File: config.mk
export PLATFORM = sky130hd
export DESIGN_NAME = data_sink
export DESIGN_NICKNAME = d
export VERILOG_FILES = /design/src/rtl/data_sink.sv
export SDC_FILE = /design/constraint.sdc
export NUM_CORES = 1
export LEC_CHECK = 0
export CORE_UTILIZATION = 56
export DETAILED_ROUTE_END_ITERATION = 7
export HOLD_SLACK_MARGIN = 0.1
export PLACE_DENSITY = 0.76
export SETUP_SLACK_MARGIN = 0.1
export SYNTH_ARGS = -nofsm -noshare
export SYNTH_HDL_FRONTEND = slang
export SYNTH_SLANG_ARGS = --single-unit
File: constraint.sdc
create_clock -name clock -period 5.75 [get_ports clock]
set_input_delay 0.8625 -clock clock [delete_from_list [all_inputs] [get_ports clock]]
set_output_delay 0.8625 -clock clock [all_outputs]
set_load 0.05 [all_outputs]
File: src/rtl/data_sink.sv
// data_sink: serial receiver and decoder for the 144-bit backscatter test frame.
//
// Samples serial_in once per bit period and looks for a 48-bit sync preamble.
// It then captures 96 payload bits (data2, data3, trailer and pad, three copies
// of each) and majority-votes every field bit by bit. The decoded word and its
// status flags are registered and announced with a one-clock data_valid pulse.
//
// Ports:
//   clock       system clock
//   reset       asynchronous, active-high reset
//   enable      receive enable; low flushes the receiver back to HUNT
//   serial_in   serial bit stream, MSB first
//   data_out    {maj(data3)[1:0], maj(data2)}, held until the next frame
//   data_valid  one-clock pulse when data_out and the flags update
//   frame_error trailer, data3 upper bits or pad failed their check
//   corrected   at least one copy disagreed with its field majority
//   busy        high while the payload is being captured
//
// state   | meaning
// HUNT    | shift samples through the 48-bit window, wait for the preamble
// PAYLOAD | shift 96 payload samples into the payload register
// DECODE  | one cycle; outputs were loaded on entry, clear the window

module data_sink #(
    parameter int          BIT_PERIOD   = 50,
    parameter int          SAMPLE_POINT = 25,
    parameter logic [7:0]  PREAMBLE     = 8'b10010010,
    parameter int          CNT_W        = 16
) (
    input  logic       clock,
    input  logic       reset,
    input  logic       enable,
    input  logic       serial_in,
    output logic [9:0] data_out,
    output logic       data_valid,
    output logic       frame_error,
    output logic       corrected,
    output logic       busy
);

    localparam logic [47:0]      SYNC_WORD    = {6{PREAMBLE}};
    localparam logic [CNT_W-1:0] LAST_PHASE   = CNT_W'(BIT_PERIOD - 1);
    localparam logic [CNT_W-1:0] SAMPLE_PHASE = CNT_W'(SAMPLE_POINT);

    typedef enum logic [1:0] {
        HUNT    = 2'd0,
        PAYLOAD = 2'd1,
        DECODE  = 2'd2
    } state_t;

    state_t           state;
    logic [CNT_W-1:0] phase;
    logic [47:0]      window;
    logic [95:0]      payload;
    logic [6:0]       bit_cnt;

    logic        sample_now;
    logic [47:0] window_next;
    logic [95:0] payload_next;
    logic [7:0]  maj_field [0:3];
    logic [7:0]  copy_a, copy_b, copy_c;
    logic        any_diff;
    logic        dec_error;

    assign sample_now   = enable && (phase == SAMPLE_PHASE);
    assign window_next  = {window[46:0], serial_in};
    assign payload_next = {payload[94:0], serial_in};

    // The vote works on the payload as it will look after the current shift.
    // That lets the outputs load on the same edge that takes the 96th bit,
    // so data_valid is high during the DECODE cycle itself.
    // The field index f runs 0..3 for data2, data3, trailer and pad. The first
    // copy of each field was received first, so it sits highest.
    always_comb begin
        any_diff = 1'b0;
        copy_a   = 8'h00;
        copy_b   = 8'h00;
        copy_c   = 8'h00;
        for (int f = 0; f < 4; f++) begin
            maj_field[f] = 8'h00;
        end
        for (int f = 0; f < 4; f++) begin
            copy_a       = payload_next[95 - 24*f -: 8];
            copy_b       = payload_next[87 - 24*f -: 8];
            copy_c       = payload_next[79 - 24*f -: 8];
            maj_field[f] = (copy_a & copy_b) | (copy_a & copy_c) | (copy_b & copy_c);
            any_diff     = any_diff | (|((copy_a ^ maj_field[f]) |
                                         (copy_b ^ maj_field[f]) |
                                         (copy_c ^ maj_field[f])));
        end
    end

    assign dec_error = (maj_field[2] != PREAMBLE) ||
                       (maj_field[1][7:2] != 6'd0) ||
                       (maj_field[3] != 8'h00);

    always_ff @(posedge clock or posedge reset) begin
        if (reset) begin
            state       <= HUNT;
            phase       <= '0;
            window      <= '0;
            payload     <= '0;
            bit_cnt     <= '0;
            data_out    <= '0;
            data_valid  <= 1'b0;
            frame_error <= 1'b0;
            corrected   <= 1'b0;
            busy        <= 1'b0;
        end else if (!enable) begin
            // data_out and the flags keep the last decoded frame
            state      <= HUNT;
            phase      <= '0;
            window     <= '0;
            payload    <= '0;
            bit_cnt    <= '0;
            data_valid <= 1'b0;
            busy       <= 1'b0;
        end else begin
            phase      <= (phase == LAST_PHASE) ? '0 : phase + 1'b1;
            data_valid <= 1'b0;
            case (state)
                HUNT: begin
                    if (sample_now) begin
                        window <= window_next;
                        if (window_next == SYNC_WORD) begin
                            state   <= PAYLOAD;
                            busy    <= 1'b1;
                            bit_cnt <= '0;
                        end
                    end
                end
                PAYLOAD: begin
                    if (sample_now) begin
                        payload <= payload_next;
                        bit_cnt <= bit_cnt + 7'd1;
                        if (bit_cnt == 7'd95) begin
                            state       <= DECODE;
                            busy        <= 1'b0;
                            data_valid  <= 1'b1;
                            data_out    <= {maj_field[1][1:0], maj_field[0]};
                            frame_error <= dec_error;
                            corrected   <= any_diff;
                        end
                    end
                end
                DECODE: begin
                    state   <= HUNT;
                    window  <= '0;
                    payload <= '0;
                    bit_cnt <= '0;
                end
                default: begin
                    state <= HUNT;
                end
            endcase
        end
    end

endmodule

== After elaboration in Yosys (flattened, before gate mapping) ==
Index checks and enable logic that the tools add are counted.
Cells by class
  reductions and logical operators: 16
  $add $sub $neg: 2
  equality and inequality tests: 15
  bitwise operators: 43
  muxes and demuxes: 29
Operator list (number)
  95-bit 2-to-1 mux: 2
  95-bit case mux with 2 select lines: 1
  8-bit OR: 16
  8-bit AND: 12
  8-bit bitwise XOR: 12
  47-bit 2-to-1 mux: 2
  47-bit case mux with 2 select lines: 1
  48-bit equality test, second input constant: 1
  16-bit 2-to-1 mux: 2
  8-bit OR reduction: 4
  7-bit 2-to-1 mux: 4
  7-bit case mux with 3 select lines: 1
  16-bit by 1-bit adder with 16-bit output, second input constant: 1
  16-bit by 5-bit equality test with 1-bit output, second input constant: 1
  16-bit by 6-bit equality test with 1-bit output, second input constant: 1
  3-bit != test, second input constant: 4
  4-bit AND reduction: 3
  2-bit 2-to-1 mux: 5
  1-bit 2-to-1 mux: 9
  3-bit by 1-bit != test with 1-bit output, second input constant: 3
  8-bit != test, second input constant: 1
  8-bit nonzero test: 1
  7-bit by 1-bit adder with 7-bit output, second input constant: 1
  7-bit equality test, second input constant: 1
  12 further kinds: 16
Storage, ports and cells
  flip-flop bits (word level): 181
  output and inout port bits: 14
  input port bits: 4

== Longest topological paths before layout ==
  word-level depth: 10
  depth in mapped cells: 11
  mapped depth without buffers: 8

== Least setup slack after synthesis ==
No wires, ideal clock.
  kind: input port to flip-flop
  start: input serial_in
  end: register bit_cnt[4]
  arrival time: 2.551 ns
  cell stages on the path: 7
  path slack: 3.096 ns
  library setup time: 0.104 ns
  path through: nor4b_1 nand4_1 nor4_2 a31oi_2 or2_0 buf_2 o41ai_2
On the way
  cells in the longest elaborated chain, start to end: 3
RTL lines
  from (decl): line 33  | input logic serial_in,
  48-bit equality test: line 125  | if (window_next == SYNC_WORD) begin
  3-bit != test (no source line)
  4-bit AND reduction (no source line)
  to (signal assigned): line 135  | bit_cnt <= bit_cnt + 7'd1;
  to (decl): line 55  | logic [6:0] bit_cnt;
No other way between the ends.
A chain may end at the register's enable or synchronous reset.

== Worst setup path in the final report ==
  start: register phase[1]
  end: register data_out[0]
On the way
  cells in the longest elaborated chain, start to end: 3
RTL lines
  from (decl): line 52  | logic [CNT_W-1:0] phase;
  from (signal assigned): line 119  | phase <= (phase == LAST_PHASE) ? '0 : phase + 1'b1;
  16-bit by 5-bit equality test with 1-bit output: line 65  | assign sample_now = enable && (phase == SAMPLE_PHASE);
  1-bit logical AND: line 65
  4-bit AND reduction (no source line)
  to (signal assigned): line 140  | data_out <= {maj_field[1][1:0], maj_field[0]};
  to (decl): line 34  | output logic [9:0] data_out,
No other way between the ends.

==> summary.md <==
| Metric | Value |
|---|---|
| IO Pins | `18` |
| Top cells by area, synth | `dfrtp_1 51%, nand2_1 13%, nand3_1 6.1%, o21ai_0 5.3%, ha_1 5.0%` |
| Synth warnings | `0` |
| Slowest CP cell | `nand4_1` |
| Number of remaining DRC errors | `0` |
| PortBufs | `17` |
| Routed wire length | `19.64 mm` |
| Post-CTS Hold Buffers | `0` |
| Reg power frac | `0.510` |
| Fin crit period | `3.550 ns` |
| Hold/Removal Path Class | `reg2reg` |
| Worst Path Buf+Inv | `1` |
| Int Pwr | `1.908 mW` |
| FP Rows | `45` |
| Final ANT Viol Nets | `0` |
| Finish-stage setup viols | `0` |
| Die area | `16440 sq um` |
| Max VDD drop | `0.2304 mV` |
| Fin nets | `1043` |
| Layout cells sized above 1 | `0.04828` |
| Most frequent cells in the layout | `304 x nand2_1, 181 x dfrtp_1, 108 x nand3_1` |
| First DRT Iteration DRCs | `548` |
| Mapped Area | `8920 sq um` |
| Primary FF master, synth | `dfrtp_1` |
| Final number of max-transition violations | `0` |
| Vias in the first global route | `6691` |
| RSZ-0062 raised after global routing | `false` |
| Post_cts resized | `0` |
| Psw | `0.6233 mW` |
| RePlAce Congestion | `0.9249` |
| Overall global routing resource usage | `0.2610` |
| P_leak | `4.734 nW` |
| Footprint of the multi-input gates | `4105 sq um` |
| CTS max path bufs | `2` |
| Skew final | `0.009414 ns` |
| Max incr delay on CP | `1.00 ns` |
| Crit Reg-Reg Endpoint | `data_out[0]` |
| Synth top area share | `0.5078` |
| Synth-to-Final Area Change | `9.665%` |
| R2R Setup Slk | `2.20 ns` |
| Sw Ratio | `0.2462` |
| Worst-path clk slew | `0.07 ns` |
| Clock power share | `0.431` |
| Die Y | `128.2 um` |
| Crit start category | `flip-flop` |
| Die Wd | `128.2 um` |
| Syn_area_per_cell | `8.788 sq um` |
| Delay-heaviest family, CP | `simple AND/OR/NAND/NOR gates` |
| Initial antenna violation count | `0` |
| Num CTS Buffers | `17` |
| Relative slew slack | `0.2941` |
| First-pass GRT wire length | `33.74 mm` |
| Initial Util | `0.5803` |
| Pin count of the biggest net entering global routing | `149` |
| Status | `finished clean` |
| FMAX | `281.7 MHz` |
| Global route overflow | `0` |
| Via Count | `7118` |
| Crit end category | `flip-flop` |
| Unique masters post-synth | `52` |
| H-tree levels | `4` |
| Crit path max fanout | `25` |
| Worst slew pin tran | `1.056 ns` |
| Ant. Diodes | `0` |
| R2R depth | `7` |
| Commonest non-fill, non-tap cell in the layout | `nand2_1` |
| WHS Endpoint | `data_out[5]` |
| Post-Syn Instances | `1015` |
| Clk_lat worst skew | `0.43 ns` |
| CP required | `6.12 ns` |
| Synth Register Bits | `181` |
| Register Area | `4529 sq um` |
| Crit-path cells | `inv_1, ha_1, or4b_1, nor4_4, nand4_1, a21oi_1, a21o_1` |
| Fraction of registers with async set/reset | `1.000` |
| Syn Nets | `1055` |
| Final hold vios | `0` |
| Leading area contributor after synthesis | `dfrtp_1` |
| CP Class | `reg2reg` |
| Reg2Reg Launch Point | `phase[1]` |
| Max-Cap Viols | `0` |
| CTS sink cnt | `181` |
| EDFF count, synth | `0` |
| Part of the power in combinational logic | `0.060` |
| PwrDens | `258.8 nW/um^2` |
| # fillers | `1260` |
| CP Data Arrival Time | `3.92 ns` |
| DP Wirelength | `12.82 mm` |
| Hold WS | `0.4793 ns` |
| Post-CTS Setup Inserts | `0` |
| Final cycle utilization of the critical path | `0.6174` |
| Clock root buffer | `clkbuf_16` |
| First-pass DRT Iterations | `5` |
| Hold depth | `2` |
| Setup_tns | `0 ns` |
| Hold path start | `data_out[5]` |
| Register area share after synthesis | `0.5078` |
| Core area | `15370 sq um` |
| Post-DR vias/cell | `5.806` |
| Drt wl/cell | `16.02 um` |
| TritonCTS clock tree | `built` |
[kinds of logic after synthesis]
kind of cell,synth area share
AO/OA/AOI/OAI,0.09735
buffers and inverters,0.03647
flip-flops,0.5078
XOR/XNOR,0.01178
AND/OR/NAND/NOR,0.2961
adder cells (fa/ha/maj),0.05050
[worst register-to-register path, cell delays in order (launching register included)]
cell,delay [ns]
dfrtp_1,0.39
inv_1,0.06
ha_1,0.12
or4b_1,0.51
nor4_4,0.79
nand4_1,1.00
a21oi_1,0.49
a21o_1,0.13
[stage by stage]
stage                     setup slack [ns]  instance area [sq um]  utilization  std cells  total power [mW]
after CTS                            2.163                   9782       0.6364       1226             2.550
after global routing                 1.885                   9782       0.6364       1226             2.620
final                                2.200                   9782       0.6364       1226             2.532
after detailed placement             2.139                   9235       0.6008       1195             1.465
after floorplan                      2.565                   8924            -       1015             1.428
after global placement               2.211                   9235       0.6008       1195             1.462
[worst max-delay path by stage]
stage / to / start / cells after the start
floorplan: bit_cnt[0] / reset / 1
global placement: bit_cnt[3] / serial_in / 7
detailed placement: bit_cnt[3] / serial_in / 7
CTS: data_out[0] / phase[1] / 7
global route: data_out[6] / phase[1] / 6
finish: data_out[0] / phase[1] / 7
[Yosys cell counts, drive strengths merged (4+ instances only)]
cell type,count
o2111ai,4
o22ai,8
o21ai,95
nor4b,30
or3,5
nor2,27
or4,5
nand3,109
and3,4
nand2b,10
nor4,19
dfrtp,181
inv,28
ha,36
xor2,10
or2,4
nand2,304
a31oi,4
nor3,5
a21oi,13
buf,15
nand4,16
clkbuf,39
o31ai,7
[power by group through the flow]
stage | Combinational, mW | Sequential, mW | Clock, mW
finish | 0.151 | 1.29 | 1.09
global route | 0.171 | 1.29 | 1.16
CTS | 0.152 | 1.29 | 1.11
detailed placement | 0.151 | 1.31 | 0
global placement | 0.148 | 1.31 | 0
floorplan | 0.117 | 1.31 | 0
[layout make-up]
| cell class | instances | area share |
|---|---|---|
| flip-flops and latches | 181 | 0.4630 |
| multi-input cells | 752 | 0.4197 |
| clock buffers | 23 | 0.04886 |
| well taps | 211 | 0.02699 |
| repair buffers | 23 | 0.02328 |
| inverters | 28 | 0.01113 |
| clock inverters | 8 | 0.007035 |
[state kept, by name, summed over array words and instances (netlist names)]
name         cells
window          47
bit_cnt          7
payload         95
phase           16
busy             1
data_out        10
data_valid       1
state            2
frame_error      1
corrected        1
[routing by layer]
metal,global-route usage,part of all wire,wire length (um),vias to the layer above
li1,-,-,-,3491
met5,0,0,0,-
met3,0.05217,0.038,749,42
met4,0.08858,0.023,444,0
met1,0.3646,0.46,9079,3430
met2,0.4073,0.48,9367,155
Note: power is estimated with default switching activity, not from simulation.
